**config.mk**
```make
export PLATFORM = sky130hd
export DESIGN_NAME = display_share_ctrl_flat
export DESIGN_NICKNAME = d
export VERILOG_FILES = /design/src/rtl/display_share_ctrl_if.sv /design/src/rtl/display_share_ctrl.sv /design/src/flat_wrapper.sv
export SDC_FILE = /design/constraint.sdc
export NUM_CORES = 1
export LEC_CHECK = 0
export BUFFER_PORTS_ARGS = -buffer_cell sky130_fd_sc_hd__clkbuf_2
export CAP_MARGIN = 20
export CORE_MARGIN = 4
export CORE_UTILIZATION = 65
export CTS_BUF_LIST = sky130_fd_sc_hd__clkbuf_8
export DETAILED_ROUTE_END_ITERATION = 10
export PLACE_DENSITY = 0.88
export SYNTH_ARGS = -nofsm -noshare
export SYNTH_HDL_FRONTEND = slang
export SYNTH_SLANG_ARGS = --single-unit
```
**constraint.sdc**
```tcl
create_clock -name clk -period 4 [get_ports clk]
set_input_delay 0.2 -clock clk [delete_from_list [all_inputs] [get_ports clk]]
set_output_delay 0.2 -clock clk [all_outputs]
set_load 0.01 [all_outputs]
```
**src/rtl/display_share_ctrl_if.sv**
```systemverilog
// Display-share bus: source requests and values in, segment drive and status out.
interface display_share_ctrl_if #(
  parameter int N_SRC = 2
);
  localparam int SW = (N_SRC > 1) ? $clog2(N_SRC) : 1;

  logic [N_SRC-1:0]    src_en;
  logic [11*N_SRC-1:0] src_val;
  logic [6:0]          seg2;
  logic [6:0]          seg1;
  logic [6:0]          seg0;
  logic [SW-1:0]       cur_src;
  logic                upd;

  modport master (
    output src_en, src_val,
    input  seg2, seg1, seg0, cur_src, upd
  );

  modport slave (
    input  src_en, src_val,
    output seg2, seg1, seg0, cur_src, upd
  );
endinterface

```
**src/rtl/display_share_ctrl.sv**
```systemverilog
// Time-shares a 3-digit active-low 7-seg display among N_SRC 11-bit sources.
// Round-robin source selection with a dwell time, sequential double-dabble
// conversion (one bit per cycle), leading-zero blanking and overflow dashes.
module display_share_ctrl #(
  parameter int N_SRC = 2,
  parameter int DWELL = 50_000_000
) (
  input  logic                 clk,
  input  logic                 rst_n,
  display_share_ctrl_if.slave  bus
);
  localparam int SW = (N_SRC > 1) ? $clog2(N_SRC) : 1;
  localparam int DW = $clog2(DWELL + 2);

  localparam logic [1:0] IDLE  = 2'd0;
  localparam logic [1:0] SEL   = 2'd1;
  localparam logic [1:0] SHIFT = 2'd2;
  localparam logic [1:0] WRITE = 2'd3;

  localparam logic [6:0]    BLANK     = 7'b1111111;
  localparam logic [6:0]    DASH      = 7'b0111111;
  localparam logic [DW-1:0] DWELL_MAX = '1;
  localparam logic [DW-1:0] DWELL_THR = DW'(DWELL);

  logic [1:0]    state;
  logic [10:0]   val;
  logic [10:0]   sh;
  logic [11:0]   bcd;
  logic [11:0]   bcd_adj;
  logic [3:0]    bitcnt;
  logic [DW-1:0] dwell;
  logic          adv;
  logic [6:0]    seg2_q;
  logic [6:0]    seg1_q;
  logic [6:0]    seg0_q;
  logic [SW-1:0] cur_src_q;
  logic          upd_q;

  int unsigned   cur_i;
  int unsigned   nxt_i;
  int unsigned   tgt_i;
  int unsigned   idx;
  logic          found;
  logic          en_cur;
  logic [N_SRC-1:0] en_sh;
  logic [N_SRC-1:0] en_cur_sh;
  logic [10:0]   tgt_val;

  function automatic logic [6:0] seg_enc(input logic [3:0] d);
    logic [6:0] s;
    case (d)
      4'd0:    s = 7'b1000000;
      4'd1:    s = 7'b1111001;
      4'd2:    s = 7'b0100100;
      4'd3:    s = 7'b0110000;
      4'd4:    s = 7'b0011001;
      4'd5:    s = 7'b0010010;
      4'd6:    s = 7'b0000010;
      4'd7:    s = 7'b1111000;
      4'd8:    s = 7'b0000000;
      4'd9:    s = 7'b0010000;
      default: s = BLANK;
    endcase
    return s;
  endfunction

  // Round-robin target: next enabled index after cur_src (wrapping), shifts
  // avoid variable-width bit selects on the request vector.
  always_comb begin
    cur_i     = 32'(cur_src_q);
    nxt_i     = cur_i;
    found     = 1'b0;
    idx       = 0;
    en_sh     = '0;
    for (int unsigned k = 1; k <= N_SRC; k++) begin
      idx = cur_i + k;
      if (idx >= N_SRC) idx = idx - N_SRC;
      en_sh = bus.src_en >> idx;
      if (!found && en_sh[0]) begin
        nxt_i = idx;
        found = 1'b1;
      end
    end
    tgt_i     = adv ? nxt_i : cur_i;
    tgt_val   = 11'(bus.src_val >> (11 * tgt_i));
    en_cur_sh = bus.src_en >> cur_src_q;
    en_cur    = en_cur_sh[0];
  end

  // Double-dabble correction: add 3 to every BCD nibble that is 5 or more.
  always_comb begin
    bcd_adj = bcd;
    if (bcd[3:0]  >= 4'd5) bcd_adj[3:0]  = bcd[3:0]  + 4'd3;
    if (bcd[7:4]  >= 4'd5) bcd_adj[7:4]  = bcd[7:4]  + 4'd3;
    if (bcd[11:8] >= 4'd5) bcd_adj[11:8] = bcd[11:8] + 4'd3;
  end

  // Controller FSM, converter datapath, dwell counter and registered outputs.
  always_ff @(posedge clk) begin
    if (!rst_n) begin
      state     <= IDLE;
      val       <= '0;
      sh        <= '0;
      bcd       <= '0;
      bitcnt    <= '0;
      dwell     <= '0;
      adv       <= 1'b0;
      seg2_q    <= BLANK;
      seg1_q    <= BLANK;
      seg0_q    <= BLANK;
      cur_src_q <= '0;
      upd_q     <= 1'b0;
    end else begin
      upd_q <= 1'b0;
      if (state != IDLE && dwell != DWELL_MAX) dwell <= dwell + 1'b1;
      case (state)
        IDLE: begin
          seg2_q <= BLANK;
          seg1_q <= BLANK;
          seg0_q <= BLANK;
          if (bus.src_en != '0) state <= SEL;
        end
        SEL: begin
          if (bus.src_en == '0) begin
            state  <= IDLE;
            seg2_q <= BLANK;
            seg1_q <= BLANK;
            seg0_q <= BLANK;
          end else begin
            val    <= tgt_val;
            sh     <= tgt_val;
            bcd    <= '0;
            bitcnt <= '0;
            state  <= SHIFT;
            if (tgt_i != cur_i) begin
              cur_src_q <= SW'(tgt_i);
              dwell     <= '0;
            end
          end
        end
        SHIFT: begin
          bcd    <= {bcd_adj[10:0], sh[10]};
          sh     <= {sh[9:0], 1'b0};
          bitcnt <= bitcnt + 4'd1;
          if (bitcnt == 4'd10) state <= WRITE;
        end
        default: begin
          upd_q <= 1'b1;
          if (val > 11'd999) begin
            seg2_q <= DASH;
            seg1_q <= DASH;
            seg0_q <= DASH;
          end else begin
            seg0_q <= seg_enc(bcd[3:0]);
            seg1_q <= (val >= 11'd10)  ? seg_enc(bcd[7:4])  : BLANK;
            seg2_q <= (val >= 11'd100) ? seg_enc(bcd[11:8]) : BLANK;
          end
          adv   <= (dwell >= DWELL_THR) || !en_cur;
          state <= SEL;
        end
      endcase
    end
  end

  assign bus.seg2    = seg2_q;
  assign bus.seg1    = seg1_q;
  assign bus.seg0    = seg0_q;
  assign bus.cur_src = cur_src_q;
  assign bus.upd     = upd_q;
endmodule
```
**src/flat_wrapper.sv**
```systemverilog
// flat-port wrapper written by rule: the top's interface ports become plain ports
module display_share_ctrl_flat 
#(
  parameter int N_SRC = 2,
  parameter int DWELL = 50_000_000
)
  (clk, rst_n, bus_src_en, bus_src_val, bus_seg2, bus_seg1, bus_seg0, bus_cur_src, bus_upd);
  display_share_ctrl_if #(.N_SRC(N_SRC)) bus_i ();
  input  logic clk;
  input  logic rst_n;
  input wire logic [$bits(bus_i.src_en)-1:0] bus_src_en;
  input wire logic [$bits(bus_i.src_val)-1:0] bus_src_val;
  output wire logic [$bits(bus_i.seg2)-1:0] bus_seg2;
  output wire logic [$bits(bus_i.seg1)-1:0] bus_seg1;
  output wire logic [$bits(bus_i.seg0)-1:0] bus_seg0;
  output wire logic [$bits(bus_i.cur_src)-1:0] bus_cur_src;
  output wire logic [$bits(bus_i.upd)-1:0] bus_upd;
  assign bus_i.src_en = bus_src_en;
  assign bus_i.src_val = bus_src_val;
  assign bus_seg2 = bus_i.seg2;
  assign bus_seg1 = bus_i.seg1;
  assign bus_seg0 = bus_i.seg0;
  assign bus_cur_src = bus_i.cur_src;
  assign bus_upd = bus_i.upd;
  display_share_ctrl #(.N_SRC(N_SRC), .DWELL(DWELL)) u_core (.clk(clk), .rst_n(rst_n), .bus(bus_i));
endmodule
```
# Word-level counts from Yosys, hierarchy flattened
# Memory sizes are Yosys's and may differ from the RTL's. A register that Yosys moved wholly into a read port is not among the register bits.
# Cells that the tools add are included.
[word_totals]
ff_bits = 90
rom_bits = 336
in_bits = 26
out_inout_bits = 23
elab_cells = 104
mem_count = 3
[mem_list]
columns = ["name", "words", "width", "rd", "rd_ports_with_merged_regs", "wr", "line_no", "text"]
rows = [
  ["(no name shown)", 16, 7, 1, 1, 0, "display_share_ctrl.sv:51", "case (d)"],
  ["(no name shown)", 16, 7, 1, 1, 0, "display_share_ctrl.sv:51", ""],
  ["(no name shown)", 16, 7, 1, 1, 0, "display_share_ctrl.sv:51", ""],
]
[classes]
add_sub_neg = 9
multipliers = 1
magnitude_cmp = 9
eq_ne = 9
n_shift = 4
mux = 39
bitwise_logic = 2
reduce_logical = 16
[ops]
columns = ["cell", "count"]
rows = [
  ["2-to-1 mux 32 bit", 5],
  ["2-to-1 mux 26 bit", 4],
  ["greater-or-equal comparator 32 x 2 -> 1 bit, second input constant", 2],
  [">> shifter 2 x 32 -> 1 bit", 2],
  ["subtractor 32 x 2 -> 32 bit, second input constant", 2],
  ["one-hot mux 7 bit (3 select lines)", 3],
  ["2-to-1 mux 7 bit", 6],
  ["2-to-1 mux 4 bit", 9],
  ["multiplier 4 x 32 -> 32 bit, first input constant", 1],
  ["inequality test 32 x 1 -> 1 bit", 1],
  [">> shifter 22 x 32 -> 11 bit", 1],
  ["adder 26 x 1 -> 26 bit, second input constant", 1],
  ["greater-or-equal comparator 26 bit, second input constant", 1],
  ["inequality test 26 bit, second input constant", 1],
  ["one-hot mux 12 bit (2 select lines)", 1],
  ["one-hot mux 11 bit (2 select lines)", 1],
  ["greater-or-equal comparator 4 x 3 -> 1 bit, second input constant", 3],
  ["2-to-1 mux 12 bit", 1],
  ["greater-or-equal comparator 11 x 4 -> 1 bit, second input constant", 1],
  ["greater-or-equal comparator 11 x 7 -> 1 bit, second input constant", 1],
  ["> comparator 11 x 10 -> 1 bit, second input constant", 1],
  ["2-to-1 mux 11 bit", 1],
  ["adder 4 x 2 -> 4 bit, second input constant", 2],
  ["one-hot mux 4 bit (2 select lines)", 1],
  ["23 further kinds", 37],
]

# Longest topological paths before layout
[depth]
word_depth = 13
ltp_mapped = 13
ltp_nobuf = 12

# Worst setup path before layout
# Ideal clock, no wire load.
[synth_timing]
path_kind = "register -> register"
startpoint = "reg u_core.state[1]"
endpoint = "reg with a tool-made name"
setup_time_ns = 0.088
arrival_ns = 2.366
t_required_ns = 3.912
path_slack_ns = 1.546
path_stages_with_launch = 14
path_buffers = 2
period_less_slack_ns = 2.454
path_cell_list = "dfxtp_1 > inv_1 > ha_1 > buf_4 > or3b_4 > o21ai_4 > buf_6 > a22oi_1 > nor2_1 > inv_2 > ha_1 > nor2_1 > a211oi_2 > a311oi_2"
[synth_rtl]
columns = ["element", "line_no", "text"]
rows = [
  ["start, declared", "display_share_ctrl.sv:25", "logic [1:0] state;"],
  ["start signal, assigned", "display_share_ctrl.sv:101", "state <= IDLE;"],
  ["start signal, assigned", "display_share_ctrl.sv:121", "if (bus.src_en != '0) state <= SEL;"],
  ["start signal, assigned", "display_share_ctrl.sv:125", "state <= IDLE;"],
]

==> results_dict.tcl <==
set metrics [dict create \
    fillers 576 \
    ios 49 \
    critPathArrivalTime_ps 3340 \
    cts-root-buf "clkbuf_8" \
    final_area_sq_mm 0.00595 \
    multi_input_area_sq_mm 0.00303 \
    die_height_microns 99.6 \
    dp_hpwl_microns 8710 \
    dp_cells 748 \
    synth-edff-count 0 \
    synthesis.nets 674 \
    cp-end-kind "flip-flop" \
    num_vias 4626 \
    yosysSeqAreaShare 0.403 \
    combPwrFrac 0.131 \
    grt_pass1_wl_microns 20500 \
    grt_max_degree 39 \
    placed_cell_area_sq_mm 0.00574 \
    cts_tree "yes" \
    die_w_microns 99.6 \
    clockPowerShare 0.328 \
    tightest_slew_ps 818 \
    syn-cell-area_sq_mm 0.00546 \
    ir_worst_vdd_mv 0.228 \
    fin_cells 764 \
    skew_ps 13.0 \
    path_cells "inv_1, ha_1, o21ai_4, a22oi_1, nor2_1, inv_2, ha_1, nor2_1, a211oi_2, a311oi_2" \
    ys_async_sr_fraction 0 \
    drtPass1Iterations 6 \
    numCtsBuffers 9 \
    rsz0062_at_grt "no" \
    crit_required_ps 4290 \
    antenna_found_initial 0 \
    portBuffers 48 \
    power.internal_mw 1.57 \
    ys_top_cells_by_area "dfxtp_1 (40%), ha_1 (6.9%), nand2_1 (5.5%)" \
    setup_tns_ps 0 \
    report.final.slew_viol_count 0 \
    wire_per_inst_microns 16.1 \
    ant_nets 0 \
    max_stage_delay_ps 710 \
    drc_errors 0 \
    synth_top_area_cell "dfxtp_1" \
    relSlewSlack 0.450 \
    ctsHtreeMaxLevel 3 \
    timing.fmax_mhz 328 \
    drtIter0Drc 370 \
    postRouteWirelength_microns 12300 \
    setup_violations 0 \
    ctsResizeCount 0 \
    ys_ff_latch 110 \
    grt_use_total 0.253 \
    p_leak_nw 2.26 \
    postCtsHoldBufs 0 \
    start_kind "flip-flop" \
    regArea_sq_mm 0.00220 \
    status "completed" \
    power_mw 2.19 \
    grt.overflow.total 0 \
    fp-row-count 33 \
    postCtsSetupBuffers 0 \
    worstSkewPairLatency_ps 380 \
    ys_types 74 \
    clock_sinks 110 \
    worstSetupPathType "flip-flop to flip-flop" \
    holdWs_ps 215 \
    synthCells 618 \
    maxCapViolCount 0 \
    crit_path_top_delay_cell "o21ai_4" \
    worst_hold_path_type "input port to flip-flop" \
    core_sq_mm 0.00818 \
    min_period_ps 3050 \
    synth.top_cell.area_share 0.403 \
    seq_power_share 0.542 \
    layout-drive-gt1-share 0.159 \
    cts.path.max_buffers 2 \
    worst_slack_ps 953 \
    syn_area_per_cell_sq_um 8.83 \
    p_sw_uw 619 \
    clkTransAtPathRegs_ps 100 \
    initial_core_util 0.668 \
    yosys_warnings 0 \
    synth_ff_type "dfxtp_1" \
    vias_per_cell 6.05 \
    powerDensity_mw_per_mm2 367 \
    fin_util 0.728 \
    diodes 0 \
    timing.final.crit_share 0.762 \
    final_nets 710 \
    critPathMaxFanout 28 \
    place_congestion 0.900 \
    switching_share 0.283 \
    place_worst_setup_slack_ps 1030 \
    finalHoldViolCount 0 \
    die-area_sq_mm 0.00993 \
    area.growth.synth_to_final_pct 9.06 \
    grt_pass1_vias 4382 \
]
## layer usage
| layer | vias to the layer above | GRT usage | wire (microns) |
|---|---|---|---|
| li1 | 2252 | - | - |
| met1 | 2145 | 0.327 | 5230 |
| met2 | 199 | 0.420 | 5850 |
| met3 | 30 | 0.0421 | 917 |
| met4 | 0 | 0.108 | 311 |
| met5 | - | 0 | 0 |
## cells in the final DEF, fill, tap and decap left out, types with 8 or more instances in the layout
master    count
nand2_1      80
and3_1        8
nand3_1      15
clkbuf_2     48
xnor2_1       9
o21ai_0      21
inv_1        22
o22ai_1      18
clkbuf_8     10
nor2_1       66
a211oi_1     14
xor2_1       16
a21oi_1      27
nor3_1        9
mux2i_1      19
ha_1         30
dfxtp_1     110
and2_1        9
o21ai_1      11
## cells by family after synthesis
| kind of cell | after synthesis | share of synthesized area |
|---|---|---|
| adders and majority gates | 30 | 0.0688 |
| buffers and inverters | 54 | 0.0422 |
| xor gates and xnor gates | 25 | 0.0401 |
| DFF | 110 | 0.403 |
| and+or+nand+nor | 226 | 0.202 |
| muxes | 20 | 0.0369 |
| AOI/OAI and AO/OA | 153 | 0.207 |
## layout make-up
type / instances / area share
Multi-Input combinational cell: 454 / 0.508
Clock buffer: 10 / 0.0231
Clock inverter: 6 / 0.0128
Inverter: 25 / 0.0158
Tap cell: 105 / 0.0221
Timing Repair Buffer: 54 / 0.0479
Sequential cell: 110 / 0.370
## worst max-delay path, delay by kind of cell, from the launching register on
kind	cells	cell delay, ps
AO/OA/AOI/OAI	4	1270
adder cells (fa/ha/maj)	2	660
buffers and inverters	2	180
flip-flops	1	420
AND/OR/NAND/NOR	2	420
## cells in the mapped netlist, types with 3 or more instances
master / instances
mux2i_1: 19
a31o_1: 3
inv_1: 22
dfxtp_1: 110
o211ai_1: 4
xor2_1: 16
o2bb2ai_1: 5
nor3b_1: 5
nand4_1: 3
ha_1: 30
and3_1: 8
a211oi_1: 14
xnor2_1: 9
or3_1: 4
o21ai_1: 11
nand3_1: 15
nand2_1: 80
nand2b_1: 6
nor3_1: 9
a21o_1: 6
a22oi_1: 6
a211oi_2: 5
clkbuf_1: 20
and2_1: 9
o22ai_1: 18
nor2_1: 66
inv_2: 3
a22oi_2: 3
buf_2: 4
a21oi_1: 27
nor2b_1: 3
o21ai_0: 21
## power groups by stage
stage                     Sequential, mW  Clock, mW  Combinational, mW
after floorplan                     1.21          0              0.191
after global placement              1.21          0              0.267
after detailed placement            1.21          0              0.278
after CTS                           1.18      0.717              0.283
after global routing                1.19      0.759              0.315
final                               1.18      0.717              0.286
## path summary, 6_finish.rpt
path / from / slack (ps) / endpoint / depth (start not counted)
max: u_core.state[0] / 950 / flip-flop / 10
min: bus_src_val[12] / 220 / u_core.val[1] / 3
min reg2reg: flip-flop / 450 / u_core.bus.seg2[0] / 2
max reg2reg: u_core.state[0] / 950 / flip-flop / 10
Note: power is estimated with default switching activity, not from simulation.
